==> src/rtl/arm_ctrl_pkg.sv <==
`default_nettype none
// ============================================================================
// Module      : arm_ctrl_pkg
// Description : Shared encodings for the multicycle ARM-subset controller:
//               FSM state codes, ALU control, mux selects, condition codes.
// Revision    : 1.0 - initial release
// ============================================================================
package arm_ctrl_pkg;

    // FSM state encodings
    localparam logic [3:0] c_S_FETCH    = 4'd0;
    localparam logic [3:0] c_S_DECODE   = 4'd1;
    localparam logic [3:0] c_S_MEMADR   = 4'd2;
    localparam logic [3:0] c_S_MEMRD    = 4'd3;
    localparam logic [3:0] c_S_MEMWB    = 4'd4;
    localparam logic [3:0] c_S_MEMWR    = 4'd5;
    localparam logic [3:0] c_S_EXECUTER = 4'd6;
    localparam logic [3:0] c_S_EXECUTEI = 4'd7;
    localparam logic [3:0] c_S_ALUWB    = 4'd8;
    localparam logic [3:0] c_S_BRANCH   = 4'd9;

    // ALUControl encodings
    localparam logic [1:0] c_ALU_ADD = 2'b00;
    localparam logic [1:0] c_ALU_SUB = 2'b01;
    localparam logic [1:0] c_ALU_AND = 2'b10;
    localparam logic [1:0] c_ALU_ORR = 2'b11;

    // ResultSrc encodings
    localparam logic [1:0] c_RES_ALUOUT    = 2'b00;
    localparam logic [1:0] c_RES_DATA      = 2'b01;
    localparam logic [1:0] c_RES_ALURESULT = 2'b10;

    // ALUSrcB encodings
    localparam logic [1:0] c_SRCB_RD2  = 2'b00;
    localparam logic [1:0] c_SRCB_IMM  = 2'b01;
    localparam logic [1:0] c_SRCB_FOUR = 2'b10;

    // Condition-code field values
    localparam logic [3:0] c_COND_EQ = 4'b0000;
    localparam logic [3:0] c_COND_NE = 4'b0001;
    localparam logic [3:0] c_COND_CS = 4'b0010;
    localparam logic [3:0] c_COND_CC = 4'b0011;
    localparam logic [3:0] c_COND_MI = 4'b0100;
    localparam logic [3:0] c_COND_PL = 4'b0101;
    localparam logic [3:0] c_COND_VS = 4'b0110;
    localparam logic [3:0] c_COND_VC = 4'b0111;
    localparam logic [3:0] c_COND_HI = 4'b1000;
    localparam logic [3:0] c_COND_LS = 4'b1001;
    localparam logic [3:0] c_COND_GE = 4'b1010;
    localparam logic [3:0] c_COND_LT = 4'b1011;
    localparam logic [3:0] c_COND_GT = 4'b1100;
    localparam logic [3:0] c_COND_LE = 4'b1101;
    localparam logic [3:0] c_COND_AL = 4'b1110;
    localparam logic [3:0] c_COND_NV = 4'b1111;

endpackage
`default_nettype wire

==> src/rtl/arm_cond_unit.sv <==
`default_nettype none
// ============================================================================
// Module      : arm_cond_unit
// Description : NZCV flags register, condition evaluation and the per-
//               instruction registered condition result used to gate writes.
// Revision    : 1.0 - initial release
// ============================================================================
module arm_cond_unit
    import arm_ctrl_pkg::*;
#(
    parameter logic [3:0] RESET_FLAGS = 4'b0000
) (
    input  logic       clk,
    input  logic       reset,
    input  logic [3:0] Cond,
    input  logic [3:0] ALUFlags,
    input  logic [1:0] FlagW,
    input  logic       i_latch_en,
    output logic       o_cond_ex_reg
);

    logic [3:0] r_flags;
    logic       r_cond_ex;
    logic       w_cond_ex;
    logic       w_n;
    logic       w_z;
    logic       w_c;
    logic       w_v;

    assign {w_n, w_z, w_c, w_v} = r_flags;
    assign o_cond_ex_reg        = r_cond_ex;

    // Evaluate the instruction's condition field against the stored flags
    always_comb begin
        w_cond_ex = 1'b0;
        case (Cond)
            c_COND_EQ: w_cond_ex = w_z;
            c_COND_NE: w_cond_ex = ~w_z;
            c_COND_CS: w_cond_ex = w_c;
            c_COND_CC: w_cond_ex = ~w_c;
            c_COND_MI: w_cond_ex = w_n;
            c_COND_PL: w_cond_ex = ~w_n;
            c_COND_VS: w_cond_ex = w_v;
            c_COND_VC: w_cond_ex = ~w_v;
            c_COND_HI: w_cond_ex = w_c & ~w_z;
            c_COND_LS: w_cond_ex = ~w_c | w_z;
            c_COND_GE: w_cond_ex = (w_n == w_v);
            c_COND_LT: w_cond_ex = (w_n != w_v);
            c_COND_GT: w_cond_ex = ~w_z & (w_n == w_v);
            c_COND_LE: w_cond_ex = w_z | (w_n != w_v);
            c_COND_AL: w_cond_ex = 1'b1;
            default:   w_cond_ex = 1'b0;
        endcase
    end

    // Flags register; N/Z and C/V halves are written independently
    always_ff @(posedge clk) begin
        if (reset) begin
            r_flags <= RESET_FLAGS;
        end else begin
            if (FlagW[1] & r_cond_ex) r_flags[3:2] <= ALUFlags[3:2];
            if (FlagW[0] & r_cond_ex) r_flags[1:0] <= ALUFlags[1:0];
        end
    end

    // Capture the condition outcome once per instruction, held until next decode
    always_ff @(posedge clk) begin
        if (reset) begin
            r_cond_ex <= 1'b0;
        end else if (i_latch_en) begin
            r_cond_ex <= w_cond_ex;
        end
    end

endmodule
`default_nettype wire

==> src/rtl/arm_multicycle_controller.sv <==
`default_nettype none
// ============================================================================
// Module      : arm_multicycle_controller
// Description : Multicycle control FSM and ALU decoder for the ARM-subset
//               datapath; drives mux selects and condition-gated enables.
// Revision    : 1.0 - initial release
// ============================================================================
module arm_multicycle_controller
    import arm_ctrl_pkg::*;
#(
    parameter logic [3:0] RESET_FLAGS = 4'b0000
) (
    input  logic       clk,
    input  logic       reset,
    input  logic [3:0] Cond,
    input  logic [1:0] Op,
    input  logic [5:0] Funct,
    input  logic [3:0] Rd,
    input  logic [3:0] ALUFlags,
    output logic       PCWrite,
    output logic       MemWrite,
    output logic       RegWrite,
    output logic       IRWrite,
    output logic       AdrSrc,
    output logic [1:0] ResultSrc,
    output logic       ALUSrcA,
    output logic [1:0] ALUSrcB,
    output logic [1:0] ImmSrc,
    output logic [1:0] RegSrc,
    output logic [1:0] ALUControl
);

    logic [3:0] r_state;
    logic [3:0] w_next_state;
    logic [3:0] w_eff_state;
    logic       w_ir_write;
    logic       w_next_pc;
    logic       w_reg_w;
    logic       w_mem_w;
    logic       w_branch;
    logic       w_alu_op;
    logic [1:0] w_flag_w;
    logic       w_pcs;
    logic       w_cond_ex_reg;
    logic       w_latch_en;

    // While reset is held the decoded controls show the FETCH values
    assign w_eff_state = reset ? c_S_FETCH : r_state;

    // State register
    always_ff @(posedge clk) begin
        if (reset) r_state <= c_S_FETCH;
        else       r_state <= w_next_state;
    end

    // Next-state selection
    always_comb begin
        w_next_state = c_S_FETCH;
        case (r_state)
            c_S_FETCH:  w_next_state = c_S_DECODE;
            c_S_DECODE: begin
                case (Op)
                    2'b00:   w_next_state = Funct[5] ? c_S_EXECUTEI : c_S_EXECUTER;
                    2'b01:   w_next_state = c_S_MEMADR;
                    2'b10:   w_next_state = c_S_BRANCH;
                    default: w_next_state = c_S_FETCH;
                endcase
            end
            c_S_MEMADR:   w_next_state = Funct[0] ? c_S_MEMRD : c_S_MEMWR;
            c_S_MEMRD:    w_next_state = c_S_MEMWB;
            c_S_EXECUTER: w_next_state = c_S_ALUWB;
            c_S_EXECUTEI: w_next_state = c_S_ALUWB;
            default:      w_next_state = c_S_FETCH;
        endcase
    end

    // Per-state datapath controls (ungated)
    always_comb begin
        w_ir_write = 1'b0;
        w_next_pc  = 1'b0;
        w_reg_w    = 1'b0;
        w_mem_w    = 1'b0;
        w_branch   = 1'b0;
        w_alu_op   = 1'b0;
        AdrSrc     = 1'b0;
        ALUSrcA    = 1'b0;
        ALUSrcB    = c_SRCB_RD2;
        ResultSrc  = c_RES_ALUOUT;
        case (w_eff_state)
            c_S_FETCH: begin
                w_ir_write = 1'b1;
                w_next_pc  = 1'b1;
                ALUSrcA    = 1'b1;
                ALUSrcB    = c_SRCB_FOUR;
                ResultSrc  = c_RES_ALURESULT;
            end
            c_S_DECODE: begin
                ALUSrcA   = 1'b1;
                ALUSrcB   = c_SRCB_FOUR;
                ResultSrc = c_RES_ALURESULT;
            end
            c_S_MEMADR: ALUSrcB = c_SRCB_IMM;
            c_S_MEMRD:  AdrSrc  = 1'b1;
            c_S_MEMWB: begin
                ResultSrc = c_RES_DATA;
                w_reg_w   = 1'b1;
            end
            c_S_MEMWR: begin
                AdrSrc  = 1'b1;
                w_mem_w = 1'b1;
            end
            c_S_EXECUTER: w_alu_op = 1'b1;
            c_S_EXECUTEI: begin
                ALUSrcB  = c_SRCB_IMM;
                w_alu_op = 1'b1;
            end
            c_S_ALUWB: w_reg_w = 1'b1;
            c_S_BRANCH: begin
                ALUSrcB   = c_SRCB_IMM;
                ResultSrc = c_RES_ALURESULT;
                w_branch  = 1'b1;
            end
            default: ;
        endcase
    end

    // ALU decode: operation and flag-write mask, active only in execute states
    always_comb begin
        ALUControl = c_ALU_ADD;
        w_flag_w   = 2'b00;
        if (w_alu_op) begin
            case (Funct[4:1])
                4'b0100: ALUControl = c_ALU_ADD;
                4'b0010: ALUControl = c_ALU_SUB;
                4'b0000: ALUControl = c_ALU_AND;
                4'b1100: ALUControl = c_ALU_ORR;
                default: ALUControl = c_ALU_ADD;
            endcase
            w_flag_w[1] = Funct[0];
            w_flag_w[0] = Funct[0] & ((ALUControl == c_ALU_ADD) | (ALUControl == c_ALU_SUB));
        end
    end

    assign ImmSrc = Op;
    assign RegSrc = {Op == 2'b10, Op == 2'b01};

    // A write to R15 or a branch redirects the PC
    assign w_pcs      = ((Rd == 4'hF) & w_reg_w) | w_branch;
    assign w_latch_en = (r_state == c_S_DECODE);

    // Write enables are condition-gated and suppressed while in reset
    assign IRWrite  = w_ir_write & ~reset;
    assign RegWrite = w_reg_w & w_cond_ex_reg & ~reset;
    assign MemWrite = w_mem_w & w_cond_ex_reg & ~reset;
    assign PCWrite  = (w_next_pc | (w_pcs & w_cond_ex_reg)) & ~reset;

    arm_cond_unit #(
        .RESET_FLAGS (RESET_FLAGS)
    ) u_cond (
        .clk           (clk),
        .reset         (reset),
        .Cond          (Cond),
        .ALUFlags      (ALUFlags),
        .FlagW         (w_flag_w),
        .i_latch_en    (w_latch_en),
        .o_cond_ex_reg (w_cond_ex_reg)
    );

endmodule
`default_nettype wire
==> config.mk <==
export PLATFORM = sky130hd
export DESIGN_NAME = arm_multicycle_controller
export DESIGN_NICKNAME = d
export VERILOG_FILES = /design/src/rtl/arm_ctrl_pkg.sv /design/src/rtl/arm_cond_unit.sv /design/src/rtl/arm_multicycle_controller.sv
export SDC_FILE = /design/constraint.sdc
export NUM_CORES = 1
export LEC_CHECK = 0
export CAP_MARGIN = 20
export CORE_ASPECT_RATIO = 0.75
export CORE_MARGIN = 1.5
export CORE_UTILIZATION = 41
export DETAILED_ROUTE_END_ITERATION = 8
export GPL_ROUTABILITY_DRIVEN = 0
export MAX_ROUTING_LAYER = met4
export PLACE_DENSITY_LB_ADDON = 0.15
export SYNTH_ARGS = -nofsm -noshare
export SYNTH_HDL_FRONTEND = slang
export SYNTH_HIERARCHICAL = 1
export SYNTH_SLANG_ARGS = --single-unit
==> constraint.sdc <==
create_clock -name clk -period 2 [get_ports clk]
set_input_delay 0.2 -clock clk [delete_from_list [all_inputs] [get_ports clk]]
set_output_delay 0.2 -clock clk [all_outputs]
set_load 0.02 [all_outputs]
==> results.md <==
| Stage | Result | Value |
|---|---|---|
| status | Result of the run | finished, final reports clean |
| pwr | Total power per unit cell area | 432 nW/um^2 |
| timing | Worst setup skew after layout | 0.00160 ns |
| pwr | Largest vdd supply drop | 343 uV |
| clock tree | Clk Latency, worst-skew pair | 0.26 ns |
| clock tree | Hold-fix buffers at CTS | 0 |
| die | Floorplan core area | 2000 um^2 |
| clock tree | Clock-pin transition on the worst setup and hold timing paths | 0.06 ns |
| timing | Number of setup violations in the final report | 0 |
| timing | Minimum clock period after layout | 1.91 ns |
| drt | Detail-routed net length per standard cell | 12.0 um |
| timing | Peak Freq | 523 MHz |
| finish | Post-synthesis to final-layout area growth | 45.7% |
| hold path | Capture endpoint of the worst hold path | u_cond/r_flags[1]$_SDFFE_PP0P_ |
| hold path | Hold path cells | 2 |
| timing | RSZ-0062 raised after global routing | false |
| worst setup path | Worst reg2reg setup slack | 0.42 ns |
| drt | Number of iterations in the first detailed-routing pass | 4 |
| timing | Max-slew violation count | 0 |
| worst setup path | Startpoint Class | primary input |
| logic synthesis | Share of flip-flops with an asynchronous set or reset after synthesis | 0% |
| drt | # DRC | 0 |
| timing | Summed negative setup slack over all endpoints | 0 ns |
| worst setup path | Reg2Reg Capture Point | u_cond/o_cond_ex_reg$_SDFFE_PP0P_ |
| logic synthesis | Fraction of the yosys area taken by sequential cells | 21.0% |
| hold path | Worst min-delay path class | reg -> reg |
| global routing | Number of antenna violations at the first check in global routing | 0 |
| finish | Number of nets at the end of the flow | 176 |
| global routing | Global-route congestion overflow total | 0 |
| timing | Hold Vio Cnt, Final | 0 |
| die | Top-Level Pins | 38 |
| drt | Post-route antenna net violation count | 0 |
| placed design | Hpwl dp | 1.66 mm |
| placed design | IO Port Bufs | 37 |
| worst setup path | Worst-path maximum fanout | 4 |
| clock tree | Total number of H-tree levels | 1 |
| logic synthesis | Number of register bits inferred by synthesis | 9 |
| finish | Inserted Diodes | 0 |
| worst setup path | R2R depth | 8 |
| timing | Fin crit share | 95.6% |
| finish | Share of post-route cells with drive strength above 1 | 11.8% |
| global routing | Wire length of the first global-routing pass | 3.45 mm |
| die | Chip width | 55.9 um |
| timing | Slew at the pin closest to its max-slew limit | 0.297 ns |
| worst setup path | Arrival time at the worst endpoint | 1.71 ns |
| logic synthesis | Net count after synthesis | 140 |
| clock tree | Count of cells resized by post-cts repair | 11 |
| worst setup path | Reg-to-reg critical path startpoint | r_state[2]$_SDFF_PP0_ |
| job | Max-cap violation count | 0 |
| logic synthesis | Most instantiated flip-flop cell in the synthesis netlist | sky130_fd_sc_hd__dfxtp_1 |
| drt | Via count normalized by instance count | 5.37 |
| die | Die area | 2380 um^2 |
| logic synthesis | Number of enable-type register cells in the synthesized netlist | 0 |
| placed design | DP Area | 1220 um^2 |
| logic synthesis | Unique masters post-synth | 40 |
| clock tree | CTS tree | built |
| worst setup path | Required time worst endpoint | 1.80 ns |
| logic synthesis | Total standard cell area after synthesis | 860 um^2 |
| drt | Number of vias after detailed routing | 951 |
| die | Die height | 42.7 um |
| finish | Fill cell instance count of the final layout | 203 |
| pwr | PnR Total Power | 541 uW |
| pwr | Standby leakage power | 0.532 nW |
| drt | Wire length reported by the detailed router | 2.12 mm |
| hold path | Startpoint of the tightest hold check path | u_cond/r_flags[1]$_SDFFE_PP0P_ |
| clock tree | CTS sink cnt | 9 |
| logic synthesis | Synthesized area per cell | 7.28 um^2 |
| die | Initial core utilization | 43.0% |
| worst setup path | Crit end category | output port |
| clock tree | Maximum root-to-sink buffer count | 2 |
| drt | Starting DRC count in detailed routing | 9 |
| clock tree | TritonCTS buffer count | 3 |
| finish | Post-route cell area | 1250 um^2 |
| die | Number of rows created at floorplan | 14 |
| global routing | Overall routing resource usage | 18.6% |
| worst setup path | Critical path class | in -> out |
| global routing | Via count of the first global-routing pass | 844 |
| clock tree | Buffer cell driving the clock tree root | sky130_fd_sc_hd__clkbuf_4 |
| global routing | Largest net degree at the start of global routing | 15 |
| timing | Worst slew margin relative to its limit | 80.0% |
| clock tree | Number of setup buffers added after CTS | 0 |
| logic synthesis | Mapped Cells | 118 |
| logic synthesis | Number of warnings issued by yosys | 6 |
-- cell usage in the layout, fill, tap and decap left out, types with 2 or more instances in the layout --
cell,count
sky130_fd_sc_hd__nand2b_1,2
sky130_fd_sc_hd__nand4_1,2
sky130_fd_sc_hd__clkdlybuf4s50_1,29
sky130_fd_sc_hd__and3b_1,2
sky130_fd_sc_hd__xnor2_1,2
sky130_fd_sc_hd__dfxtp_1,4
sky130_fd_sc_hd__xor2_1,4
sky130_fd_sc_hd__clkbuf_4,3
sky130_fd_sc_hd__dfxtp_2,4
sky130_fd_sc_hd__buf_4,5
sky130_fd_sc_hd__dlygate4sd2_1,6
sky130_fd_sc_hd__o21ai_0,4
sky130_fd_sc_hd__o2bb2ai_1,2
sky130_fd_sc_hd__mux2i_1,3
sky130_fd_sc_hd__nor2b_1,6
sky130_fd_sc_hd__nor2_1,11
sky130_fd_sc_hd__o21bai_1,2
sky130_fd_sc_hd__nand3_1,8
sky130_fd_sc_hd__a21oi_1,10
sky130_fd_sc_hd__inv_1,3
sky130_fd_sc_hd__dlymetal6s2s_1,2
sky130_fd_sc_hd__nand3b_1,4
sky130_fd_sc_hd__nor3_1,4
sky130_fd_sc_hd__nand2_1,11
-- how the worst max path moves through the flow --
stage | from | end | slack (ns) | cells after the start
after global routing | r_state[1]$_SDFF_PP0_ | ALUSrcA | 0.02 | 3
after global placement | reset | ALUControl[0] | -0.02 | 5
final | reset | AdrSrc | 0.09 | 4
after floorplan | r_state[0]$_SDFF_PP0_ | IRWrite | 0.50 | 3
after CTS | reset | MemWrite | 0.04 | 5
after detailed placement | reset | ALUControl[0] | -0.09 | 5
-- worst max-delay path: stages --
cell and delay (ns):
sky130_fd_sc_hd__clkdlybuf4s50_1 0.50, sky130_fd_sc_hd__nor2_2 0.22, sky130_fd_sc_hd__and3_1 0.19, sky130_fd_sc_hd__clkdlybuf4s50_1 0.60
-- final cells by class --
class                   instances  area, um^2  area share (%)
multi-input cells              95         591            47.2
repair buffers                 42         405            32.4
inverters                       3        11.3           0.899
clock buffers                   4        26.3            2.10
flip-flops and latches          9         189            15.1
well taps                      24        30.0            2.40
-- report_power, final --
| group | internal [mW] | switching [mW] | total (mW) | leakage [nW] |
|---|---|---|---|---|
| logic | 0.106 | 0.0841 | 0.190 | 0.441 |
| clock network | 0.0770 | 0.0645 | 0.141 | 0.0150 |
| registers | 0.188 | 0.0226 | 0.210 | 0.0754 |
-- cells by family (layout without fill, tap and decap cells) --
kind of cell | count (synthesis) | after routing | share of synthesized area, %
AOI/OAI and AO/OA | 26 | 26 | 19.8
muxes | 3 | 3 | 3.49
xor gates and xnor gates | 6 | 6 | 6.11
buffers and inverters | 14 | 49 | 10.3
DFF | 9 | 9 | 21.0
and+or+nand+nor | 60 | 60 | 39.3
-- Yosys cell counts, drive strengths merged (2+ instances only) --
cell type	n	area, um^2
nor4	2	18.8
nand2	11	41.3
o21bai	2	15.0
or3	2	17.5
nor3	4	20.0
dfxtp	9	180
o21ai	4	20.0
nand4	2	12.5
xor2	4	35.0
mux2i	3	30.0
o2bb2ai	2	17.5
inv	3	11.3
and3b	2	17.5
xnor2	2	17.5
nor2b	6	37.5
nand3	8	40.0
a21oi	11	58.8
nand3b	4	30.0
nor2	12	47.6
nand2b	2	12.5
buf	10	73.8
-- per-layer routing --
layer | GRT usage, % | share of wire (%) | wire, um | vias up
met4 | 5.71 | 0.19 | 4 | 0
met2 | 29.8 | 44 | 942 | 26
met5 | - | 0 | 0 | -
met3 | 2.13 | 5.6 | 118 | 2
met1 | 25.0 | 50 | 1050 | 439
li1 | - | - | - | 484
-- metrics by stage --
stage | utilization [%] | std cells | worst slack, ns | hold WS (ns)
floorplan | - | 118 | 0.498 | 0.269
global placement | 61.1 | 173 | -0.0241 | 0.467
detailed placement | 61.1 | 173 | -0.0936 | 0.468
CTS | 62.3 | 177 | 0.0413 | 0.476
global route | 62.7 | 177 | 0.0201 | 0.508
finish | 62.7 | 177 | 0.0881 | 0.484
Note: power is estimated with default switching activity, not from simulation.
